==> config.mk <==
export PLATFORM = sky130hd
export DESIGN_NAME = aliens_cs_sequencer
export DESIGN_NICKNAME = d
export VERILOG_FILES = /design/src/rtl/aliens_cs_sequencer.sv
export SDC_FILE = /design/constraint.sdc
export NUM_CORES = 1
export LEC_CHECK = 0
export BUFFER_PORTS_ARGS = -buffer_cell sky130_fd_sc_hd__buf_4
export CAP_MARGIN = 5
export CORE_UTILIZATION = 47
export DETAILED_ROUTE_END_ITERATION = 10
export GPL_ROUTABILITY_DRIVEN = 0
export HOLD_SLACK_MARGIN = 0.03
export PLACE_DENSITY = 0.77
export SYNTH_ARGS = -nofsm -noshare
export SYNTH_HDL_FRONTEND = slang
export SYNTH_SLANG_ARGS = --single-unit
==> constraint.sdc <==
create_clock -name clk -period 1.9 [get_ports clk]
set_clock_uncertainty 0.05 [all_clocks]
set_input_delay 0 -clock clk [delete_from_list [all_inputs] [get_ports clk]]
set_output_delay 0 -clock clk [all_outputs]
set_load 0.1 [all_outputs]
==> src/rtl/aliens_cs_sequencer.sv <==
// Clocked chip-select sequencer: priority region decode latched at strobe start, per-region wait states.
// Optional overlap pulse when CS_OVERLAP_DETECT_EN is defined.
module aliens_cs_sequencer #(
    parameter int ADDR_W = 16,
    parameter int NREG   = 4,
    parameter int MODE_W = 3,
    parameter int WAIT_W = 3,
    parameter logic [NREG*ADDR_W-1:0] REG_BASE = {16'h4000, 16'h7C00, 16'h5F80, 16'h0000},
    parameter logic [NREG*ADDR_W-1:0] REG_MASK = {16'hC000, 16'hFC00, 16'hFFE0, 16'hFC00},
    parameter logic [NREG*MODE_W-1:0] REG_MVAL = {3'b000, 3'b010, 3'b000, 3'b001},
    parameter logic [NREG*MODE_W-1:0] REG_MMSK = {3'b000, 3'b110, 3'b000, 3'b001},
    parameter logic [NREG*WAIT_W-1:0] REG_WAIT = {3'd1, 3'd0, 3'd2, 3'd0}
) (
    input  logic              clk,
    input  logic              reset,
    input  logic              as_n,
    input  logic [ADDR_W-1:0] addr,
    input  logic [MODE_W-1:0] mode,
    output logic [NREG-1:0]   cs_n,
    output logic              rdy,
    output logic              dec_err,
    output logic              overlap
);

    typedef enum logic [1:0] {S_IDLE, S_WAIT, S_ACTIVE, S_NOMAP} state_t;

    state_t            r_state, w_state_nx;
    logic [NREG-1:0]   r_cs_n, w_cs_nx;
    logic              r_rdy, w_rdy_nx;
    logic              r_err, w_err_nx;
    logic [WAIT_W-1:0] r_cnt, w_cnt_nx;
    logic              r_as_q, r_armed;

    logic [NREG-1:0]   w_match, w_win_oh;
    logic [WAIT_W-1:0] w_win_wait;
    logic              w_hit, w_start;

    always_comb begin
        w_match    = '0;
        w_win_wait = '0;
        for (int i = 0; i < NREG; i++) begin
            w_match[i] = (((addr ^ REG_BASE[i*ADDR_W +: ADDR_W]) & REG_MASK[i*ADDR_W +: ADDR_W]) == '0) &&
                         (((mode ^ REG_MVAL[i*MODE_W +: MODE_W]) & REG_MMSK[i*MODE_W +: MODE_W]) == '0);
        end
        // Lowest set bit = highest-priority region.
        w_win_oh = w_match & (-w_match);
        for (int i = 0; i < NREG; i++)
            if (w_win_oh[i]) w_win_wait = REG_WAIT[i*WAIT_W +: WAIT_W];
    end

    assign w_hit = |w_match;
    // r_armed blocks a strobe that was already low when reset released.
    assign w_start = ~as_n & r_as_q & r_armed;

    always_comb begin
        w_state_nx = r_state;
        w_cs_nx    = r_cs_n;
        w_rdy_nx   = r_rdy;
        w_err_nx   = 1'b0;
        w_cnt_nx   = r_cnt;
        case (r_state)
            S_IDLE: begin
                if (w_start) begin
                    if (w_hit) begin
                        w_cs_nx = ~w_win_oh;
                        if (w_win_wait != '0) begin
                            w_state_nx = S_WAIT;
                            w_cnt_nx   = w_win_wait - 1'b1;
                            w_rdy_nx   = 1'b0;
                        end else begin
                            w_state_nx = S_ACTIVE;
                            w_rdy_nx   = 1'b1;
                        end
                    end else begin
                        w_state_nx = S_NOMAP;
                        w_err_nx   = 1'b1;
                        w_rdy_nx   = 1'b1;
                    end
                end
            end
            S_WAIT: begin
                if (as_n) begin
                    w_state_nx = S_IDLE;
                    w_cs_nx    = '1;
                    w_rdy_nx   = 1'b0;
                    w_cnt_nx   = '0;
                end else if (r_cnt == '0) begin
                    w_state_nx = S_ACTIVE;
                    w_rdy_nx   = 1'b1;
                end else begin
                    w_cnt_nx = r_cnt - 1'b1;
                end
            end
            S_ACTIVE, S_NOMAP: begin
                if (as_n) begin
                    w_state_nx = S_IDLE;
                    w_cs_nx    = '1;
                    w_rdy_nx   = 1'b0;
                end
            end
            default: begin
                w_state_nx = S_IDLE;
                w_cs_nx    = '1;
                w_rdy_nx   = 1'b0;
            end
        endcase
    end

    always_ff @(posedge clk or posedge reset) begin
        if (reset) begin
            r_state <= S_IDLE;
            r_cs_n  <= '1;
            r_rdy   <= 1'b0;
            r_err   <= 1'b0;
            r_cnt   <= '0;
            r_as_q  <= 1'b1;
            r_armed <= 1'b0;
        end else begin
            r_state <= w_state_nx;
            r_cs_n  <= w_cs_nx;
            r_rdy   <= w_rdy_nx;
            r_err   <= w_err_nx;
            r_cnt   <= w_cnt_nx;
            r_as_q  <= as_n;
            r_armed <= r_armed | as_n;
        end
    end

    assign cs_n    = r_cs_n;
    assign rdy     = r_rdy;
    assign dec_err = r_err;

`ifdef CS_OVERLAP_DETECT_EN
    logic r_ovl;
    logic w_multi;
    assign w_multi = (w_match & (w_match - NREG'(1))) != '0;

    always_ff @(posedge clk or posedge reset) begin
        if (reset) r_ovl <= 1'b0;
        else       r_ovl <= (r_state == S_IDLE) && w_start && w_multi;
    end
    assign overlap = r_ovl;
`else
    assign overlap = 1'b0;
`endif

endmodule

==> results_dict.tcl <==
set metrics [dict create \
    syn_inst 71 \
    cts_max_level 1 \
    drv_cap 0 \
    powerDensity_nw_per_um2 1120 \
    drt_pass1_iterations 2 \
    cts_made_buffers 3 \
    yosysTopAreaCell "dfrtp_1" \
    vias_per_cell 5.51 \
    synth_compound_area_frac 0.228 \
    wire_per_inst_um 12.9 \
    synth_cell_types 43 \
    hold_viol 0 \
    clkSinkCount 12 \
    core.rowCount 14 \
    cts_root_buf "clkbuf_4" \
    grt_usage 0.184 \
    grt_overflow 0 \
    drc 0 \
    ff2ff_path_depth 4 \
    drt_iter0_markers 5 \
    io_buffers 22 \
    die_h_um 43.0 \
    synthMuxAreaShare 0.0523 \
    cts_buffer_depth 2 \
    routed_wl_um 1460 \
    synth_area_um2 790 \
    place_inst 107 \
    clk_pin_slew_ns 0.07 \
    nets 122 \
    place_area_um2 963 \
    avgSynthCellArea_um2 11.1 \
    hold_path.class "in2reg" \
    setup_tns_ns 0 \
    peakVddDrop_uv 927 \
    synth_fa_ha_area_frac 0.0317 \
    clk_latency_ns 0.27 \
    slew_violations 0 \
    synth-async-reset-ratio 1.00 \
    syn-num-nets 95 \
    synth_edf_count 0 \
    tritoncts "done" \
    grt_first_pass_wirelength_um 2480 \
    rsz0062_at_grt "false" \
    io-pin-count 29 \
    hold_depth 4 \
    synth_xor_area_frac 0 \
    period_needed_ns 1.62 \
    grt_max_degree 13 \
    dr_total_vias 623 \
    synth_top_family_by_area "simple AND/OR/NAND/NOR gates" \
    synth-seq-cells 12 \
    cts_resized 0 \
    die_x_um 43.0 \
    antennaDiodeCount 0 \
    start_util 0.512 \
    setup_violations 0 \
    crit_path_start_kind "flip-flop" \
    fin_cells 113 \
    grt_pass1_vias 638 \
    synth_commonest_cells "7 x dfrtp_1, 5 x dfstp_2, 4 x inv_1, 4 x nand2_1, 4 x nor2_1" \
    synth_warnings 0 \
    grt_antenna_before_repair 0 \
    die-area_um2 1850 \
    fmax_mhz 618 \
    cp_max_fo 6 \
    fill_cells 134 \
    ys_top_cells_by_area "dfrtp_1 22%, dfstp_2 17%, mux2i_1 3.8%, nand2b_4 3.5%, ha_1 3.2%" \
    yosysMostFrequentCell "dfrtp_1" \
    drive_above_1_share 0.495 \
    dpl.hpwl_um 1190 \
    synth_seq_area_share 0.388 \
    synth_flop_cell "dfrtp_1" \
    ant_nets 0 \
    fin_crit_sh 0.851 \
    design_area_um2 1020 \
    areaGrowthSynthToFinish_pct 29.2 \
    crit_required_ns 2.05 \
    synth_simple_gate_area_frac 0.260 \
    critPathCaptureType "flip-flop" \
    core_um2 1540 \
    critPathArrivalTime_ns 1.77 \
    p_leak_nw 0.476 \
    synth.top_cell.area_share 0.222 \
    status "finished, final reports clean" \
    path_class "reg2reg" \
]
==> cell type report <==
type	instances	area, um^2	share of cell area
timing repair buffer	24	185	0.182
clock buffer	4	36.3	0.0356
inverter	4	15.0	0.0147
multi-input combinational	53	455	0.447
sequential	12	308	0.302
tap	16	20.0	0.0196
==> what timing repair did <==
action                                 in CTS  in global routing
setup buffers                               0                  0
endpoints found under the hold margin      14                  0
hold buffers                                2                  0
==> stage by stage <==
step	worst slack [ns]	power [mW]	hold WS, ns	utilization
after global placement	0.314	0.933	-0.0258	0.625
after CTS	0.277	1.15	0.0381	0.662
final	0.283	1.14	0.0362	0.662
after detailed placement	0.291	0.945	-0.0149	0.625
after floorplan	0.0816	0.830	-0.189	-
after global routing	0.193	1.20	0.0469	0.662
==> worst max-delay path: stages, from the launching register on <==
cell and delay (ns):
dfrtp_2 0.43, or2_1 0.33, nand2b_4 0.21, o21ai_2 0.19, mux2_1 0.34
==> layout by cell type (no fill, tap or decap), types with 2 or more instances in the layout <==
| cell | n |
|---|---|
| nand2b_4 | 2 |
| inv_1 | 4 |
| ha_1 | 2 |
| o22a_1 | 2 |
| o31a_1 | 2 |
| nand2b_1 | 2 |
| nand4b_1 | 2 |
| clkbuf_4 | 3 |
| nand2_1 | 4 |
| dfstp_2 | 5 |
| a21oi_1 | 2 |
| dfrtp_1 | 6 |
| nor2_1 | 4 |
| mux2i_1 | 3 |
| buf_4 | 22 |
| dlygate4sd3_1 | 2 |
==> logic make-up after synthesis <==
family | Yosys count
other cells | 1
flops | 12
fa+ha+maj | 2
simple gates | 27
buf+inv | 6
compound gates | 19
mux | 4
==> per-layer routing <==
metal / vias to the layer above / share of wire / global-route usage / wire length, um
met5: - / 0 / 0 / 0
met4: 0 / 0.026 / 0.145 / 38
met3: 5 / 0.073 / 0.0213 / 107
met2: 24 / 0.48 / 0.300 / 698
met1: 282 / 0.42 / 0.216 / 616
li1: 312 / - / - / -
==> registers in the layout, indices dropped and copies added (netlist names) <==
register,cells
r_state,2
r_as_q,1
dec_err,1
r_armed,1
cs_n,4
r_cnt,3
==> worst paths after layout <==
| path | startpoint | to | slack, ns |
|---|---|---|---|
| setup / recovery | r_state[1] | cs_n[2] | 0.28 |
| hold / removal | addr[15] | cs_n[0] | 0.04 |
| setup reg to reg | r_state[1] | cs_n[2] | 0.28 |
| hold reg to reg | r_armed | r_armed | 0.42 |
| max in group asynchronous | reset | cs_n[0] | 1.22 |
| min in group asynchronous | reset | dec_err | 0.24 |
==> power by group <==
group          switching [mW]  internal, mW  leakage (nW)
clock network          0.0850         0.117        0.0210
logic                   0.375         0.208         0.324
registers              0.0326         0.324         0.130
total                   0.492         0.648         0.476
Power figures use the tool's default switching activity.
